[src/rtl/if_fetch_pkg.sv]
// Shared types for the instruction fetch unit: FSM encoding, reset PC and
// the layout of one fetch-queue entry.
package if_fetch_pkg;

  typedef enum logic [1:0] {
    ST_BOOT = 2'd0,
    ST_REQ  = 2'd1,
    ST_WAIT = 2'd2,
    ST_DROP = 2'd3
  } fetch_state_e;

  localparam logic [31:0] RESET_PC_DEFAULT = 32'hBFC0_0000;
  localparam int          QDEPTH_DEFAULT   = 2;

  typedef struct packed {
    logic [31:0] pc;
    logic [31:0] instr;
    logic        adel;
  } fetch_entry_t;

  function automatic logic pc_aligned(input logic [1:0] low_bits);
    return low_bits == 2'b00;
  endfunction

endpackage

[src/rtl/if_fetch_if.sv]
// Fetch-unit bus bundle: instruction-memory request/response side and the
// fetch-to-decode side.
interface if_fetch_if;

  // imem: a request transfers when imem_req && imem_gnt in the same cycle;
  // exactly one imem_rvalid follows at least one cycle later.
  // decode: an entry transfers when id_valid && id_ready; id_* hold stable
  // while id_valid && !id_ready.
  logic        imem_req;
  logic [31:0] imem_addr;
  logic        imem_gnt;
  logic        imem_rvalid;
  logic [31:0] imem_rdata;
  logic        id_valid;
  logic        id_ready;
  logic [31:0] id_instr;
  logic [31:0] id_pc;
  logic        id_adel;

  modport master (
    output imem_req, imem_addr,
    input  imem_gnt, imem_rvalid, imem_rdata,
    output id_valid, id_instr, id_pc, id_adel,
    input  id_ready
  );

  modport slave (
    input  imem_req, imem_addr,
    output imem_gnt, imem_rvalid, imem_rdata,
    input  id_valid, id_instr, id_pc, id_adel,
    output id_ready
  );

endinterface

[src/rtl/if_queue.sv]
// Small synchronous FIFO of fetched entries with flush and occupancy count.
// The head is read straight from storage, so a push is visible next cycle.
module if_queue
  import if_fetch_pkg::*;
#(
  parameter  int DEPTH = 2,
  localparam int AW    = (DEPTH > 1) ? $clog2(DEPTH) : 1,
  localparam int CW    = $clog2(DEPTH + 1)
) (
  input  logic          clk,
  input  logic          rst,
  input  logic          flush,
  input  logic          push,
  input  fetch_entry_t  push_data,
  input  logic          pop,
  output fetch_entry_t  head,
  output logic          valid,
  output logic [CW-1:0] count
);

  fetch_entry_t   mem [DEPTH];
  logic [AW-1:0]  rd_ptr;
  logic [AW-1:0]  wr_ptr;
  logic           full;
  logic           do_push;
  logic           do_pop;

  function automatic logic [AW-1:0] next_ptr(input logic [AW-1:0] p);
    return (p == AW'(DEPTH - 1)) ? '0 : p + AW'(1);
  endfunction

  assign full    = (count == CW'(DEPTH));
  assign do_pop  = pop && (count != '0);
  assign do_push = push && (!full || do_pop);

  always_ff @(posedge clk) begin
    if (rst || flush) begin
      rd_ptr <= '0;
      wr_ptr <= '0;
      count  <= '0;
    end else begin
      if (do_push) wr_ptr <= next_ptr(wr_ptr);
      if (do_pop)  rd_ptr <= next_ptr(rd_ptr);
      count <= count + CW'(do_push) - CW'(do_pop);
    end
  end

  // Storage needs no reset: nothing reads it unless count is non-zero.
  always_ff @(posedge clk) begin
    if (do_push && !flush && !rst) mem[wr_ptr] <= push_data;
  end

  assign head  = mem[rd_ptr];
  assign valid = (count != '0);

endmodule

[src/rtl/if_fetch.sv]
// Instruction fetch unit: issues one imem read at a time, buffers responses
// for decode, and handles redirects, stale responses and misaligned PCs.
module if_fetch
  import if_fetch_pkg::*;
#(
  parameter logic [31:0] RESET_PC = RESET_PC_DEFAULT,
  parameter int          QDEPTH   = QDEPTH_DEFAULT
) (
  input  logic         clk,
  input  logic         rst,
  input  logic [31:0]  pc_in,
  output logic [31:0]  pc_next,
  input  logic         redirect_valid,
  input  logic [31:0]  redirect_pc,
  if_fetch_if.master   bus,
  output fetch_state_e state
);

  localparam int CW = $clog2(QDEPTH + 1);

  fetch_state_e  state_d;
  logic [31:0]   tag;
  logic          adel_lock;
  logic          outstanding;
  logic          slot_free;
  logic          can_issue;
  logic          req;
  logic          granted;
  logic          adel_push;
  logic          push;
  logic          pop;
  fetch_entry_t  push_data;
  fetch_entry_t  q_head;
  logic          q_valid;
  logic [CW-1:0] q_count;

  assign outstanding = (state == ST_WAIT) || (state == ST_DROP);
  assign slot_free   = (32'(q_count) + 32'(outstanding)) < 32'(QDEPTH);
  assign can_issue   = (state == ST_REQ) && slot_free && !adel_lock && !redirect_valid && !rst;
  assign req         = can_issue && pc_aligned(pc_in[1:0]);
  assign adel_push   = can_issue && !pc_aligned(pc_in[1:0]);
  assign granted     = req && bus.imem_gnt;
  assign pop         = q_valid && bus.id_ready;

  always_ff @(posedge clk) begin
    if (rst) state <= ST_BOOT;
    else     state <= state_d;
  end

  // A response already returning in the redirect cycle leaves nothing to drop.
  always_comb begin
    state_d = state;
    if (redirect_valid) begin
      unique case (state)
        ST_BOOT: state_d = ST_REQ;
        ST_REQ:  state_d = bus.imem_gnt ? ST_DROP : ST_REQ;
        ST_WAIT: state_d = bus.imem_rvalid ? ST_REQ : ST_DROP;
        ST_DROP: state_d = bus.imem_rvalid ? ST_REQ : ST_DROP;
        default: state_d = ST_BOOT;
      endcase
    end else begin
      unique case (state)
        ST_BOOT: state_d = ST_REQ;
        ST_REQ:  state_d = granted ? ST_WAIT : ST_REQ;
        ST_WAIT: state_d = bus.imem_rvalid ? ST_REQ : ST_WAIT;
        ST_DROP: state_d = bus.imem_rvalid ? ST_REQ : ST_DROP;
        default: state_d = ST_BOOT;
      endcase
    end
  end

  always_comb begin
    bus.imem_req  = req;
    bus.imem_addr = pc_in;
    push          = 1'b0;
    push_data     = '{pc: pc_in, instr: 32'h0, adel: 1'b1};
    if (rst)                       pc_next = RESET_PC;
    else if (redirect_valid)       pc_next = redirect_pc;
    else if (state == ST_BOOT)     pc_next = RESET_PC;
    else if (granted)              pc_next = pc_in + 32'd4;
    else                           pc_next = pc_in;
    if (!redirect_valid && !rst) begin
      if (state == ST_WAIT && bus.imem_rvalid) begin
        push      = 1'b1;
        push_data = '{pc: tag, instr: bus.imem_rdata, adel: 1'b0};
      end else if (adel_push) begin
        push      = 1'b1;
      end
    end
  end

  // adel_lock parks the PC on a misaligned address until the next redirect.
  always_ff @(posedge clk) begin
    if (rst) begin
      tag       <= '0;
      adel_lock <= 1'b0;
    end else begin
      if (granted) tag <= pc_in;
      if (redirect_valid)  adel_lock <= 1'b0;
      else if (adel_push)  adel_lock <= 1'b1;
    end
  end

  if_queue #(.DEPTH(QDEPTH)) u_queue (
    .clk       (clk),
    .rst       (rst),
    .flush     (redirect_valid),
    .push      (push),
    .push_data (push_data),
    .pop       (pop),
    .head      (q_head),
    .valid     (q_valid),
    .count     (q_count)
  );

  assign bus.id_valid = q_valid;
  assign bus.id_instr = q_valid ? q_head.instr : 32'h0;
  assign bus.id_pc    = q_valid ? q_head.pc    : 32'h0;
  assign bus.id_adel  = q_valid ? q_head.adel  : 1'b0;

endmodule

[src/flat_wrapper.sv]
// flat-port wrapper written by rule: the top's interface ports become plain ports
module if_fetch_flat import if_fetch_pkg::*;
#(
  parameter logic [31:0] RESET_PC = RESET_PC_DEFAULT,
  parameter int          QDEPTH   = QDEPTH_DEFAULT
)
  (clk, rst, pc_in, pc_next, redirect_valid, redirect_pc, state, bus_imem_req, bus_imem_addr, bus_imem_gnt, bus_imem_rvalid, bus_imem_rdata, bus_id_valid, bus_id_instr, bus_id_pc, bus_id_adel, bus_id_ready);
  if_fetch_if bus_i ();
  input  logic clk;
  input  logic rst;
  input  logic [31:0] pc_in;
  output logic [31:0] pc_next;
  input  logic redirect_valid;
  input  logic [31:0] redirect_pc;
  output fetch_state_e state;
  output wire logic [$bits(bus_i.imem_req)-1:0] bus_imem_req;
  output wire logic [$bits(bus_i.imem_addr)-1:0] bus_imem_addr;
  input wire logic [$bits(bus_i.imem_gnt)-1:0] bus_imem_gnt;
  input wire logic [$bits(bus_i.imem_rvalid)-1:0] bus_imem_rvalid;
  input wire logic [$bits(bus_i.imem_rdata)-1:0] bus_imem_rdata;
  output wire logic [$bits(bus_i.id_valid)-1:0] bus_id_valid;
  output wire logic [$bits(bus_i.id_instr)-1:0] bus_id_instr;
  output wire logic [$bits(bus_i.id_pc)-1:0] bus_id_pc;
  output wire logic [$bits(bus_i.id_adel)-1:0] bus_id_adel;
  input wire logic [$bits(bus_i.id_ready)-1:0] bus_id_ready;
  assign bus_imem_req = bus_i.imem_req;
  assign bus_imem_addr = bus_i.imem_addr;
  assign bus_i.imem_gnt = bus_imem_gnt;
  assign bus_i.imem_rvalid = bus_imem_rvalid;
  assign bus_i.imem_rdata = bus_imem_rdata;
  assign bus_id_valid = bus_i.id_valid;
  assign bus_id_instr = bus_i.id_instr;
  assign bus_id_pc = bus_i.id_pc;
  assign bus_id_adel = bus_i.id_adel;
  assign bus_i.id_ready = bus_id_ready;
  if_fetch #(.RESET_PC(RESET_PC), .QDEPTH(QDEPTH)) u_core (.clk(clk), .rst(rst), .pc_in(pc_in), .pc_next(pc_next), .redirect_valid(redirect_valid), .redirect_pc(redirect_pc), .bus(bus_i), .state(state));
endmodule
[config.mk]
export PLATFORM = sky130hd
export DESIGN_NAME = if_fetch_flat
export DESIGN_NICKNAME = d
export VERILOG_FILES = /design/src/rtl/if_fetch_pkg.sv /design/src/rtl/if_fetch_if.sv /design/src/rtl/if_queue.sv /design/src/rtl/if_fetch.sv /design/src/flat_wrapper.sv
export SDC_FILE = /design/constraint.sdc
export NUM_CORES = 1
export LEC_CHECK = 0
export BUFFER_PORTS_ARGS = -buffer_cell sky130_fd_sc_hd__buf_4
export CAP_MARGIN = 5
export CELL_PAD_IN_SITES_DETAIL_PLACEMENT = 0
export CELL_PAD_IN_SITES_GLOBAL_PLACEMENT = 1
export CORE_ASPECT_RATIO = 0.9
export CORE_UTILIZATION = 43
export CTS_CLUSTER_SIZE = 14
export DETAILED_ROUTE_END_ITERATION = 10
export MAX_ROUTING_LAYER = met4
export PLACE_DENSITY = 0.83
export SLEW_MARGIN = 20
export SYNTH_ARGS = -nofsm -noshare
export SYNTH_HDL_FRONTEND = slang
export SYNTH_SLANG_ARGS = --single-unit
[constraint.sdc]
create_clock -name clk -period 14.5 [get_ports clk]
set_clock_uncertainty 0.15 [all_clocks]
set_input_delay 1.45 -clock clk [delete_from_list [all_inputs] [get_ports clk]]
set_output_delay 1.45 -clock clk [all_outputs]
set_load 0.01 [all_outputs]
==> impl_metrics.tcl, run 1 <==
set metrics [dict create \
    dr.pass1.iters 5 \
    initial_core_util 0.445 \
    synth_cell_type_count 43 \
    p_per_area_nw_per_um2 101 \
    fillers 1673 \
    die_w_um 148 \
    finalInstanceArea_um2 10600 \
    cts_root_buffer "clkbuf_16" \
    hold_viol_final 0 \
    syn_inst 750 \
    cts_max_path_buffers 2 \
    grtUsageMet2 0.356 \
    cts_resized 0 \
    grt_usage 0.221 \
    cp-end-kind "output port" \
    critPathMaxFanout 46 \
    regArea_um2 4710 \
    dpl-instance-area_um2 9980 \
    gp_congestion 0.790 \
    dp_hpwl_mm 13.7 \
    antenna_cells 0 \
    cts_tree "done" \
    drc 0 \
    grt_pass1_vias 5926 \
    netlist_area_um2 8270 \
    nNetsFinal 1038 \
    area_growth_pct 27.9 \
    ys_seq_elements 170 \
    ys_seq_area_frac 0.569 \
    synthFlopType "edfxtp_1" \
    holdCritPathClass "reg2reg" \
    path_class "in2out" \
    drtIter0Drc 332 \
    setup_viol 0 \
    grt_start_max_net_pins 69 \
    cts_setup_buffers 0 \
    overflow 0 \
    drv_slew 0 \
    vias_per_cell 5.19 \
    core_area_um2 18600 \
    cp_data_arrival_time_ps 4010 \
    postCtsHoldBufs 0 \
    drive_above_1_share 0.332 \
    cts_max_level 4 \
    clock_latency_ps 420 \
    busiest_layer "met2" \
    relSlewSlack 0.300 \
    wl_mm 21.0 \
    grt_pass1_wl_mm 32.3 \
    max_cap_viol_count 0 \
    synth-edff-count 130 \
    max_freq_mhz 178 \
    fp.dieH_um 134 \
    p_leak_uw 0.00397 \
    grtUsageMet3 0.0411 \
    crit_path_start_kind "input pin" \
    clock_sinks 170 \
    placementRows 47 \
    multi_input_area_um2 3150 \
    vias 6186 \
    finalSetupTns_ps 0 \
    io_pins 235 \
    ir_worst_vdd_uv 72.9 \
    met1_usage 0.285 \
    outcome "finished, final reports clean" \
    ant_nets 0 \
    dieArea_um2 19800 \
    cp.required_ps 12900 \
    cts_made_buffers 17 \
    rsz0062_at_grt "no" \
    portBuffers 234 \
    syn_avg_cell_area_um2 11.0 \
    period_needed_ps 5610 \
    async_flop_share 0 \
    timing_worst_slew_pin_value_ps 1050 \
    avgRoutedWirePerCell_um 17.6 \
    post-route-period-util 0.387 \
    synth_warnings 0 \
    synth_nets 855 \
    clk_transition_reported_paths_ps 60 \
    antenna_found_initial 0 \
]
## where the power goes
part	internal [uW]	total, uW	switching (uW)
clock network	243	442	199
logic	46.1	94.9	48.7
registers	525	527	2.18
## synth_stat cells (2+ instances only)
cell type	count	area share
edfxtp_1	130	0.47
nand2_1	98	0.045
nor2_1	94	0.043
mux2i_1	66	0.080
dfxtp_1	40	0.097
and2_1	39	0.030
a21oi_1	35	0.021
buf_4	33	0.030
mux2_2	29	0.040
o21ai_0	29	0.018
clkbuf_1	26	0.012
xnor2_1	23	0.024
nor3_1	13	0.0079
inv_1	8	0.0036
nand4_1	8	0.0061
a31oi_1	7	0.0053
buf_1	7	0.0032
buf_2	7	0.0042
nand3_1	7	0.0042
nor4_1	7	0.0053
or3_1	6	0.0045
and3_1	4	0.0030
and4_1	4	0.0042
nor3b_1	4	0.0036
ha_1	3	0.0045
nand4_4	3	0.0077
nand3b_1	2	0.0018
o21ai_1	2	0.0012
xor2_1	2	0.0021
## critical path, stage by stage
cell	delay, ps
buf_4	250
nor2_1	500
nand4_4	680
nor4_4	590
xnor2_1	210
o21ai_0	120
buf_4	180
## kinds of logic after synthesis
group / count (synthesis) / share of synthesized area
and+or+nand+nor: 297 / 0.176
AOI/OAI and AO/OA: 77 / 0.0495
buffers and inverters: 83 / 0.0548
muxes: 95 / 0.119
adders and majority gates: 3 / 0.00454
xor gates and xnor gates: 25 / 0.0265
DFF: 170 / 0.569
## final timing paths
check / slack, ps / end / cells after the start / from
hold / removal: 300 / u_core.tag[16] / 2 / u_core.tag[16]
setup reg to reg: 11370 / u_core.u_queue.mem[1][2] / 5 / u_core.state[0]
setup / recovery: 8890 / pc_next[19] / 7 / rst
hold reg to reg: 300 / u_core.tag[16] / 2 / u_core.tag[16]
## placed cells by master (no fill, tap or decap), drive strengths merged
cell type	count
nor2b	1
o32ai	1
clkinv	4
or3	6
and4	5
a221o	1
ha	3
nand3b	2
and2	39
nand3	7
o2bb2ai	1
dfxtp	40
or2	2
nor3b	4
mux2	29
clkbuf	17
a31oi	7
o21ai	31
nor3	13
bufinv	1
xor2	2
clkinvlp	2
nor4	8
mux2i	66
inv	16
nor4b	1
nand2	98
or3b	1
xnor2	23
buf	239
edfxtp	130
nand4	11
a21oi	35
a211oi	1
and3	4
nor2	94
nand2b	1
## metal layers
layer	vias to the layer above	routed length, um
met5	-	0
met4	0	261
met2	219	10100
met1	2967	9520
li1	2978	-
met3	22	1110
## registers in the layout, indices dropped and copies added (netlist names), named ones only
signal                 flops
u_core.adel_lock           1
u_core.state               2
u_core.tag                32
u_core.u_queue.count       2
u_core.u_queue.mem       130
u_core.u_queue.rd_ptr      1
u_core.u_queue.wr_ptr      1
## per-stage QoR
step | setup WS, ps | utilization | std cells | hold WS, ps | total power [uW]
6_report | 8890 | 0.569 | 1191 | 300 | 1060
5_1_grt | 8670 | 0.569 | 1191 | 314 | 1100
4_1_cts | 8950 | 0.568 | 1191 | 303 | 1070
3_5_place_dp | 8970 | 0.537 | 1159 | 293 | 632
3_3_place_gp | 8990 | 0.537 | 1159 | 285 | 632
2_1_floorplan | 8810 | - | 750 | 278 | 580
## area by class of cell
cell class,instances,share of cell area
clock buffers,17,0.0402
clock inverters,15,0.0146
inverters,8,0.00284
multi-input cells,497,0.298
flip-flops and latches,170,0.445
well taps,245,0.0290
repair buffers,239,0.170
Note: power is estimated with default switching activity, not from simulation.
==> run 2, diff against run 1 <==
--- a/config.mk
+++ b/config.mk
@@ -10,11 +10,11 @@
 export CELL_PAD_IN_SITES_DETAIL_PLACEMENT = 0
 export CELL_PAD_IN_SITES_GLOBAL_PLACEMENT = 1
 export CORE_ASPECT_RATIO = 0.9
-export CORE_UTILIZATION = 43
+export CORE_UTILIZATION = 36
 export CTS_CLUSTER_SIZE = 14
 export DETAILED_ROUTE_END_ITERATION = 10
 export MAX_ROUTING_LAYER = met4
-export PLACE_DENSITY = 0.83
+export PLACE_DENSITY = 0.74
 export SLEW_MARGIN = 20
 export SYNTH_ARGS = -nofsm -noshare
 export SYNTH_HDL_FRONTEND = slang
==> constraint.sdc (replaced) <==
create_clock -name clk -period 4.68 [get_ports clk]
set_clock_uncertainty 0.15 [all_clocks]
set_input_delay 0.468 -clock clk [delete_from_list [all_inputs] [get_ports clk]]
set_output_delay 0.468 -clock clk [all_outputs]
set_load 0.01 [all_outputs]
==> run 2 against run 1 <==
Compared with the run above:
- final area grew 0.95%
- first-iteration DRC count increased by 11%
- core utilization is 9.5 points lower
- wire length grew 2.6%
- clock power rose to 3.0 times the previous value
- cell count up 4.5%
- critical path type is now reg2out
- critical endpoint is now pc_next[11]
==> impl_metrics.tcl, run 2 (same netlist as run 1, synthesis figures left out) <==
set metrics [dict create \
    outcome "finished, final reports clean" \
    r2r_setup_slack_ps 1700 \
    ant_nets 0 \
    max_freq_mhz 280 \
    drv_slew 0 \
    cts_resized 0 \
    p_seq_frac 0.501 \
    nNetsFinal 1040 \
    relSlewSlack 0.259 \
    antenna_found_initial 0 \
    wl_mm 21.6 \
    p_per_area_nw_per_um2 305 \
    fin_ws_ps 1100 \
    dp_hpwl_mm 14.5 \
    finalSetupTns_ps 0 \
    cts_root_buffer "clkbuf_16" \
    holdPathStages 3 \
    grtUsageMet2 0.289 \
    crit_path_start_kind "flop" \
    holdCritPathClass "in2reg" \
    max_cap_viol_count 0 \
    vias 6153 \
    grt_pass1_vias 5969 \
    grt_start_max_net_pins 66 \
    cts_made_buffers 17 \
    pwr-share-comb 0.090 \
    core_area_um2 22500 \
    cts_max_level 4 \
    drtIter0Drc 368 \
    p_leak_uw 0.00398 \
    busiest_layer "met2" \
    grtUsageMet3 0.0430 \
    portBuffers 234 \
    internal-power_uw 2510 \
    gp_congestion 0.790 \
    layout_common_cells "238 x buf_4, 130 x edfxtp_1, 98 x nand2_1" \
    initial_core_util 0.367 \
    fp.dieH_um 146 \
    avgRoutedWirePerCell_um 17.3 \
    setup_viol 0 \
    clk_transition_reported_paths_ps 70 \
    hold_end "u_core.tag[7]" \
    drc 0 \
    grt_pass1_wl_mm 33.4 \
    critPathMaxFanout 34 \
    hold_viol_final 0 \
    clkPwrFrac 0.409 \
    area_growth_pct 29.1 \
    drive_above_1_share 0.332 \
    placementRows 52 \
    grt_usage 0.191 \
    cts_max_path_buffers 2 \
    vias_per_cell 4.94 \
    antenna_cells 0 \
    path_class "reg2out" \
    r2r_cells 5 \
    dieArea_um2 23600 \
    top_regs "u_core.u_queue.mem x130, u_core.tag x32" \
    final_common_cell "buf_4" \
    clock_sinks 170 \
    post-route-period-util 0.764 \
    period_needed_ps 3580 \
    timing_worst_slew_pin_value_ps 1110 \
    cp.required_ps 4060 \
    crit_path_start "u_core.state[0]" \
    p_sw_uw 749 \
    dr.pass1.iters 4 \
    met1_usage 0.259 \
    largest_reg_flops 130 \
    overflow 0 \
    die_w_um 162 \
    cts_tree "done" \
    io_pins 235 \
    hold_start "pc_in[7]" \
    cp-end-kind "output port" \
    cts_setup_buffers 0 \
    reg2reg_to "u_core.u_queue.mem[1][50]" \
    netSwitchingFraction 0.230 \
    ir_worst_vdd_uv 200 \
    clock_latency_ps 420 \
    r2r_start "u_core.state[0]" \
    dp_slack_ps 1260 \
    cp_data_arrival_time_ps 2960 \
    postCtsHoldBufs 0 \
    rsz0062_at_grt "no" \
    regMostFlops "u_core.u_queue.mem" \
]
-- run 2: cell types whose count changed in the layout (fill, tap and decap cells not counted) --
cell	change
inv_8	-4
inv_6	+3
buf_12	+3
buf_4	-1
clkinv_1	+1
clkinv_2	+1
clkinvlp_4	-1
-- run 2: through the flow --
stage | std cells | power, uW | utilization | hold slack [ps] | cell area [um2]
5_1_grt | 1245 | 3390 | 0.474 | 169 | 10700
6_report | 1245 | 3260 | 0.474 | 187 | 10700
3_5_place_dp | 1213 | 1960 | 0.449 | 294 | 10100
2_1_floorplan | 750 | 1800 | - | 278 | 8270
3_3_place_gp | 1213 | 1960 | 0.449 | 284 | 10100
4_1_cts | 1245 | 3290 | 0.474 | 167 | 10700
-- run 2: power groups by stage --
| stage | clock network (uW) | registers (uW) | logic [uW] |
|---|---|---|---|
| after floorplan | 0 | 1660 | 134 |
| after global placement | 0 | 1660 | 294 |
| after detailed placement | 0 | 1670 | 294 |
| after CTS | 1370 | 1630 | 295 |
| after global routing | 1440 | 1630 | 317 |
| final | 1330 | 1630 | 293 |
-- run 2: layout make-up --
cell class              count  area [um2]
flip-flops and latches    170        4710
clock buffers              17         425
inverters                   8        30.0
multi-input cells         497        3150
repair buffers            241        1850
well taps                 297         372
fillers                  2164       11800
clock inverters            15         136
-- run 2: worst max-delay path, cell delays in order, from the launching register on --
cell and delay (ps):
dfxtp_1 490, nor4b_4 420, nand4_4 570, buf_4 410, nor3_1 240, xnor2_1 140
o21ai_0 90, buf_4 180
-- run 2: layer usage --
layer / wire, um / up-vias / share of wire
met3: 1350 / 14 / 0.062
met5: 0 / - / 0
met4: 255 / 0 / 0.012
met2: 9930 / 223 / 0.46
met1: 10000 / 2925 / 0.46
li1: - / 2991 / -
-- run 2: how the worst max path moves through the flow --
stage,end,cells after the start
floorplan,u_core.u_queue.mem[0][0],5
global placement,pc_next[11],8
detailed placement,pc_next[7],8
CTS,pc_next[7],7
global route,pc_next[7],7
finish,pc_next[11],7
